## src/rtl/mips_pkg.sv

```systemverilog
// mips_pkg: R-type funct codes and multiply/divide FSM states shared by the datapath.
package mips_pkg;
    localparam logic [5:0] FUNCT_MTHI  = 6'h11;
    localparam logic [5:0] FUNCT_MTLO  = 6'h13;
    localparam logic [5:0] FUNCT_MULT  = 6'h18;
    localparam logic [5:0] FUNCT_MULTU = 6'h19;
    localparam logic [5:0] FUNCT_DIV   = 6'h1A;
    localparam logic [5:0] FUNCT_DIVU  = 6'h1B;

    typedef enum logic [1:0] {MD_IDLE, MD_ITER, MD_FIX} md_state_t;
endpackage

```

## src/rtl/mult_div_unit_if.sv

```systemverilog
// mult_div_unit_if: issue/operand bundle from control and register file, HI/LO and stall back.
interface mult_div_unit_if;
    logic        op_valid;
    logic [5:0]  funct;
    logic [1:0]  HI_write;
    logic [1:0]  LO_write;
    logic [31:0] rs_data;
    logic [31:0] rt_data;
    logic [31:0] hi;
    logic [31:0] lo;
    logic        busy;

    modport master (output op_valid, funct, HI_write, LO_write, rs_data, rt_data, input hi, lo, busy);
    modport slave  (input op_valid, funct, HI_write, LO_write, rs_data, rt_data, output hi, lo, busy);
endinterface

```

## src/rtl/mult_div_unit_div_core.sv

```systemverilog
// div_core: unsigned radix-2 restoring divider, one quotient bit per step.
module div_core (
    input  logic        clk,
    input  logic        reset,
    input  logic        load,
    input  logic        step,
    input  logic [31:0] dividend,
    input  logic [31:0] divisor,
    output logic [31:0] quotient,
    output logic [31:0] remainder
);
    logic [31:0] dsr;
    logic [32:0] sh;
    logic        ge;

    // Partial remainder stays below the divisor, so its shifted form fits in 33 bits.
    assign sh = {remainder, quotient[31]};
    assign ge = sh >= {1'b0, dsr};

    always_ff @(posedge clk) begin
        if (reset) begin
            quotient  <= '0;
            remainder <= '0;
            dsr       <= '0;
        end else if (load) begin
            quotient  <= dividend;
            remainder <= '0;
            dsr       <= divisor;
        end else if (step) begin
            remainder <= ge ? 32'(sh - {1'b0, dsr}) : sh[31:0];
            quotient  <= {quotient[30:0], ge};
        end
    end
endmodule

```

## src/rtl/mult_div_unit.sv

```systemverilog
// mult_div_unit: HI/LO registers with single-cycle multiply and iterative divide.
module mult_div_unit
    import mips_pkg::*;
#(
    parameter int DIV_CYCLES = 32
) (
    input logic           clk,
    input logic           reset,
    mult_div_unit_if.slave bus
);
    md_state_t   state, state_nxt;
    logic [4:0]  cnt;
    logic        is_mul, is_div, sgn, go_div, step, last;
    logic        neg_q, neg_r, dz;
    logic [31:0] a_mag, b_mag, a_raw, quo, rem, hi_r, lo_r;
    logic [63:0] prod;

    assign is_mul = bus.op_valid && (bus.funct == FUNCT_MULT || bus.funct == FUNCT_MULTU);
    assign is_div = bus.op_valid && (bus.funct == FUNCT_DIV || bus.funct == FUNCT_DIVU);
    assign sgn    = bus.funct == FUNCT_MULT || bus.funct == FUNCT_DIV;
    assign a_mag  = (sgn && bus.rs_data[31]) ? -bus.rs_data : bus.rs_data;
    assign b_mag  = (sgn && bus.rt_data[31]) ? -bus.rt_data : bus.rt_data;
    // Sign-extending to 64 bits lets one unsigned multiplier serve both MULT and MULTU.
    assign prod   = {{32{sgn & bus.rs_data[31]}}, bus.rs_data} * {{32{sgn & bus.rt_data[31]}}, bus.rt_data};
    assign bus.busy = state != MD_IDLE;
    assign bus.hi   = hi_r;
    assign bus.lo   = lo_r;

    always_comb begin
        go_div    = state == MD_IDLE && is_div;
        step      = state == MD_ITER;
        last      = step && cnt == 5'(DIV_CYCLES - 1);
        state_nxt = go_div ? MD_ITER : last ? MD_FIX : (state == MD_FIX) ? MD_IDLE : state;
    end

    always_ff @(posedge clk) begin
        if (reset) state <= MD_IDLE;
        else       state <= state_nxt;
    end

    always_ff @(posedge clk) begin
        if (reset) begin
            cnt   <= '0;
            neg_q <= 1'b0;
            neg_r <= 1'b0;
            dz    <= 1'b0;
            a_raw <= '0;
            hi_r  <= '0;
            lo_r  <= '0;
        end else begin
            cnt <= step ? cnt + 5'd1 : 5'd0;
            if (go_div) begin
                neg_q <= sgn && (bus.rs_data[31] ^ bus.rt_data[31]);
                neg_r <= sgn && bus.rs_data[31];
                dz    <= bus.rt_data == '0;
                a_raw <= bus.rs_data;
            end
            if (state == MD_FIX) begin
                hi_r <= dz ? a_raw : neg_r ? -rem : rem;
                lo_r <= dz ? 32'hFFFF_FFFF : neg_q ? -quo : quo;
            end else if (state == MD_IDLE) begin
                if (is_mul) {hi_r, lo_r} <= prod;
                if (bus.HI_write != 2'b00) hi_r <= bus.rs_data;
                if (bus.LO_write != 2'b00) lo_r <= bus.rs_data;
            end
        end
    end

    div_core u_div (
        .clk       (clk),
        .reset     (reset),
        .load      (go_div),
        .step      (step),
        .dividend  (a_mag),
        .divisor   (b_mag),
        .quotient  (quo),
        .remainder (rem)
    );
endmodule

```

## src/flat_wrapper.sv

```systemverilog
// flat-port wrapper written by rule: the top's interface ports become plain ports
module mult_div_unit_flat import mips_pkg::*;
#(
    parameter int DIV_CYCLES = 32
)
  (clk, reset, bus_op_valid, bus_funct, bus_HI_write, bus_LO_write, bus_rs_data, bus_rt_data, bus_hi, bus_lo, bus_busy);
  mult_div_unit_if bus_i ();
  input logic clk;
  input logic reset;
  input wire logic [$bits(bus_i.op_valid)-1:0] bus_op_valid;
  input wire logic [$bits(bus_i.funct)-1:0] bus_funct;
  input wire logic [$bits(bus_i.HI_write)-1:0] bus_HI_write;
  input wire logic [$bits(bus_i.LO_write)-1:0] bus_LO_write;
  input wire logic [$bits(bus_i.rs_data)-1:0] bus_rs_data;
  input wire logic [$bits(bus_i.rt_data)-1:0] bus_rt_data;
  output wire logic [$bits(bus_i.hi)-1:0] bus_hi;
  output wire logic [$bits(bus_i.lo)-1:0] bus_lo;
  output wire logic [$bits(bus_i.busy)-1:0] bus_busy;
  assign bus_i.op_valid = bus_op_valid;
  assign bus_i.funct = bus_funct;
  assign bus_i.HI_write = bus_HI_write;
  assign bus_i.LO_write = bus_LO_write;
  assign bus_i.rs_data = bus_rs_data;
  assign bus_i.rt_data = bus_rt_data;
  assign bus_hi = bus_i.hi;
  assign bus_lo = bus_i.lo;
  assign bus_busy = bus_i.busy;
  mult_div_unit #(.DIV_CYCLES(DIV_CYCLES)) u_core (.clk(clk), .reset(reset), .bus(bus_i));
endmodule
```

## config.mk

```make
export PLATFORM = sky130hd
export DESIGN_NAME = mult_div_unit_flat
export DESIGN_NICKNAME = d
export VERILOG_FILES = /design/src/rtl/mips_pkg.sv /design/src/rtl/mult_div_unit_if.sv /design/src/rtl/mult_div_unit_div_core.sv /design/src/rtl/mult_div_unit.sv /design/src/flat_wrapper.sv
export SDC_FILE = /design/constraint.sdc
export NUM_CORES = 2
export LEC_CHECK = 0
export ABC_AREA = 1
export BUFFER_PORTS_ARGS = -buffer_cell sky130_fd_sc_hd__buf_2
export CAP_MARGIN = 20
export CORE_ASPECT_RATIO = 2
export CORE_UTILIZATION = 60
export DETAILED_ROUTE_END_ITERATION = 12
export GPL_TIMING_DRIVEN = 0
export PLACE_DENSITY = 0.77
export SYNTH_ARGS = -nofsm -noshare
export SYNTH_HDL_FRONTEND = slang
export SYNTH_HIERARCHICAL = 1
export SYNTH_SLANG_ARGS = --single-unit
```

## constraint.sdc

```tcl
create_clock -name clk -period 10.1 [get_ports clk]
set_input_delay 0.505 -clock clk [delete_from_list [all_inputs] [get_ports clk]]
set_output_delay 0.505 -clock clk [all_outputs]
set_load 0.01 [all_outputs]
```

==> out/results.tsv <==
stage	metric	value	unit
global_route	antenna_found_initial	30	
global_route	grt.overflow.total	0	
die	core_area	0.0896	mm^2
timing	max_freq	102	MHz
status	status	complete, no violations	
die	dieArea	0.0920	mm^2
critical_path	crit_family	adder cells	
logic_synthesis	synth_area_leaders	fa_1 41%, nand2_1 13%, inv_1 13%, dfxtp_1 7.4%, ha_1 5.8%	
logic_synthesis	ys_seq_elements	202	
logic_synthesis	synth_area_per_cell	7.30	um^2
global_route	grt_pass1_vias	57461	
logic_synthesis	yosysWarnings	6	
logic_synthesis	synth.net_count	8912	
timing	slew_headroom	9.24	%
logic_synthesis	ys_dominant_reg_cell	dfxtp_1	
routing	viasPerCell	6.19	
clocking	htreeDepth	1	
finish	areaGrowthSynthToFinish	6.02	%
global_route	grt_pass1_wl	368000	um
clocking	cts_tree	built	
critical_path	crit_type	primary input to flip-flop	
timing	whs	0.191	ns
routing	ant_nets	0	
timing	setup_slack	0.305	ns
critical_path	r2r_setup_slack	5.94	ns
finish	n_fill_cell	8107	
routing	wire_per_inst	28.5	um
die	dieHeight	428	um
routing	dr.pass1.iters	9	
die	rows	155	
logic_synthesis	yosysUniqueCellTypes	56	
clocking	cts_buffer_depth	3	
clocking	cts_made_buffers	17	
timing	rsz0062_at_grt	false	
routing	totalWireLength	251000	um
finish	nNetsFinal	9060	
timing	worst_clock_skew	0.0289	ns
finish	drive_gt1_share	3.43	%
timing	setup_violations	0	
die	die_w	215	um
clocking	insertion_delay	0.54	ns
placed_design	place_congestion	1.11	
logic_synthesis	async_flop_share	0	%
critical_path	critical_path_buf_inv_count	11	
routing	drcViolationCount	0	
placed_design	dp_hpwl	208000	um
die	start_util	60.7	%
timing	finalCritPeriodShare	97.0	%
placed_design	place_inst	8751	
critical_path	cp.arrival	10.19	ns
critical_path	worst_setup_path_start_kind	primary input	
critical_path	cp_data_required_time	10.50	ns
critical_path	critPathMostFrequentCell	fa_1	
clocking	clk_pin_slew	0.07	ns
flow_run	maxCapViolations	0	
worst_hold_path	hold_class	primary input to flip-flop	
finish	finish.utilization	64.4	%
critical_path	cp-end-kind	flip-flop	
critical_path	worst_path_max_delay_cell	fa_1	
logic_synthesis	synth_area	0.0544	mm^2
timing	hold_violations	0	
logic_synthesis	synth_top_area_share	41.4	%
placed_design	port_buffers	83	
logic_synthesis	yosys.area.top_type	fa_1	
critical_path	critical_path.max_stage_delay	0.85	ns
logic_synthesis	synth_edf_count	0	
critical_path	critPathMaxFanout	10	
timing	finalMaxSlewViolations	0	
die	num_io_pins	142	
global_route	grt_max_degree	21	
logic_synthesis	syn_inst	7458	
timing	tightest_slew	1.36	ns
routing	initialDrtViolationCount	6134	
global_route	globalRouteTotalUtil	56.3	%
logic_synthesis	ys_seq_area_share	7.43	%
placed_design	place_ws	-0.823	ns
routing	vias	54579	
finish	layout.cells.non_filler	8820	
timing	min_period	9.80	ns
clocking	clockRootBuffer	clkbuf_16	
clocking	cts_sinks	202	
==> cell families (layout without fill, tap and decap cells) <==
group                      count (synthesis)  in the layout  synth area share (%)
and+or+nand+nor                         2797           2797                  20.7
buffers and inverters                   2244           2399                  15.6
adders and majority gates               1377           1377                  47.2
AOI/OAI and AO/OA                        732            732                  7.31
DFF                                      202            202                  7.43
xor gates and xnor gates                 106            106                  1.71
other                                      0             30                     0
==> area by class of cell <==
type / count / area [um^2] / share of cell area, %
multi-input cells: 5012 / 41900 / 72.6
inverters: 1870 / 7020 / 12.2
flip-flops and latches: 202 / 4040 / 7.01
plain buffers: 373 / 1500 / 2.60
well taps: 1177 / 1470 / 2.55
repair buffers: 130 / 1150 / 2.00
clock buffers: 23 / 478 / 0.828
diodes: 30 / 75.1 / 0.130
clock inverters: 3 / 67.6 / 0.117
==> cell usage after synthesis (all sizes together), types with 2 or more instances <==
master and instances:
a21boi 2, a21o 2, a21oi 376, a31oi 13, and2 3, and3 2, buf 94, clkbuf 280
clkinv 4, dfxtp 202, fa 1126, ha 251, inv 1866, nand2 1947, nand3 217, nand3b 39
nand4 37, nor2 487, nor3 43, nor3b 2, nor4 7, o211ai 16, o21a 5, o21ai 257
o21bai 15, o221ai 33, o22ai 3, o31ai 3, o32ai 2, or2 13, xnor2 38, xor2 68
==> layer usage <==
metal,vias to the layer above,share of wire (%),GRT usage (%)
met3,2216,12,22.8
met2,4617,45,87.0
li1,22129,-,-
met1,25605,27,50.4
met4,12,17,70.5
met5,-,0.043,0.529
==> timing repair <==
| action | CTS | global route |
|---|---|---|
| hold buffers | 0 | 0 |
| resized for setup | 2 | 11 |
| buffers inserted | 0 | 0 |
| endpoints found under the setup margin | 6 | 15 |
==> placed cells by master, fill, tap and decap left out, types with 39 or more instances in the layout <==
| master | n |
|---|---|
| buf_8 | 43 |
| o21ai_0 | 249 |
| nor2_1 | 467 |
| ha_1 | 251 |
| buf_2 | 97 |
| xor2_1 | 68 |
| a21oi_1 | 372 |
| nand3b_1 | 39 |
| clkbuf_1 | 270 |
| inv_1 | 1856 |
| buf_1 | 70 |
| dfxtp_1 | 202 |
| nand3_1 | 214 |
| nand2_1 | 1935 |
| fa_1 | 1125 |
==> path summary, 6_finish.rpt <==
kind	endpoint	cells after the start	start
worst max-delay path	u_core/bus.hi[9]	32	bus_funct[5]
worst min-delay path	u_core/u_div/quotient[0]	2	reset
worst max register to register	u_core/u_div/quotient[27]	9	u_core/state[0]
worst min register to register	u_core/bus.lo[16]	2	u_core/bus.lo[16]
==> stage by stage <==
step	TNS [ns]	cell area, um^2
after detailed placement	-10.93	56800
after global routing	0	57600
after CTS	0	57400
after floorplan	0	54400
after global placement	-8.22	56300
final	0	57700
==> sequential cells by signal, indices dropped and copies added, names as in the netlist <==
signal	flops
u_core/u_div/dsr	32
u_core/u_div/quotient	32
u_core/cnt	5
u_core/u_div/remainder	32
u_core/neg_r	1
u_core/bus.hi	32
u_core/neg_q	1
u_core/bus.lo	32
u_core/dz	1
u_core/state	2
u_core/a_raw	32
Power is left out: the tool's default activity adds up to more than one toggle a clock period on the data nets, which glitch-free logic cannot reach.
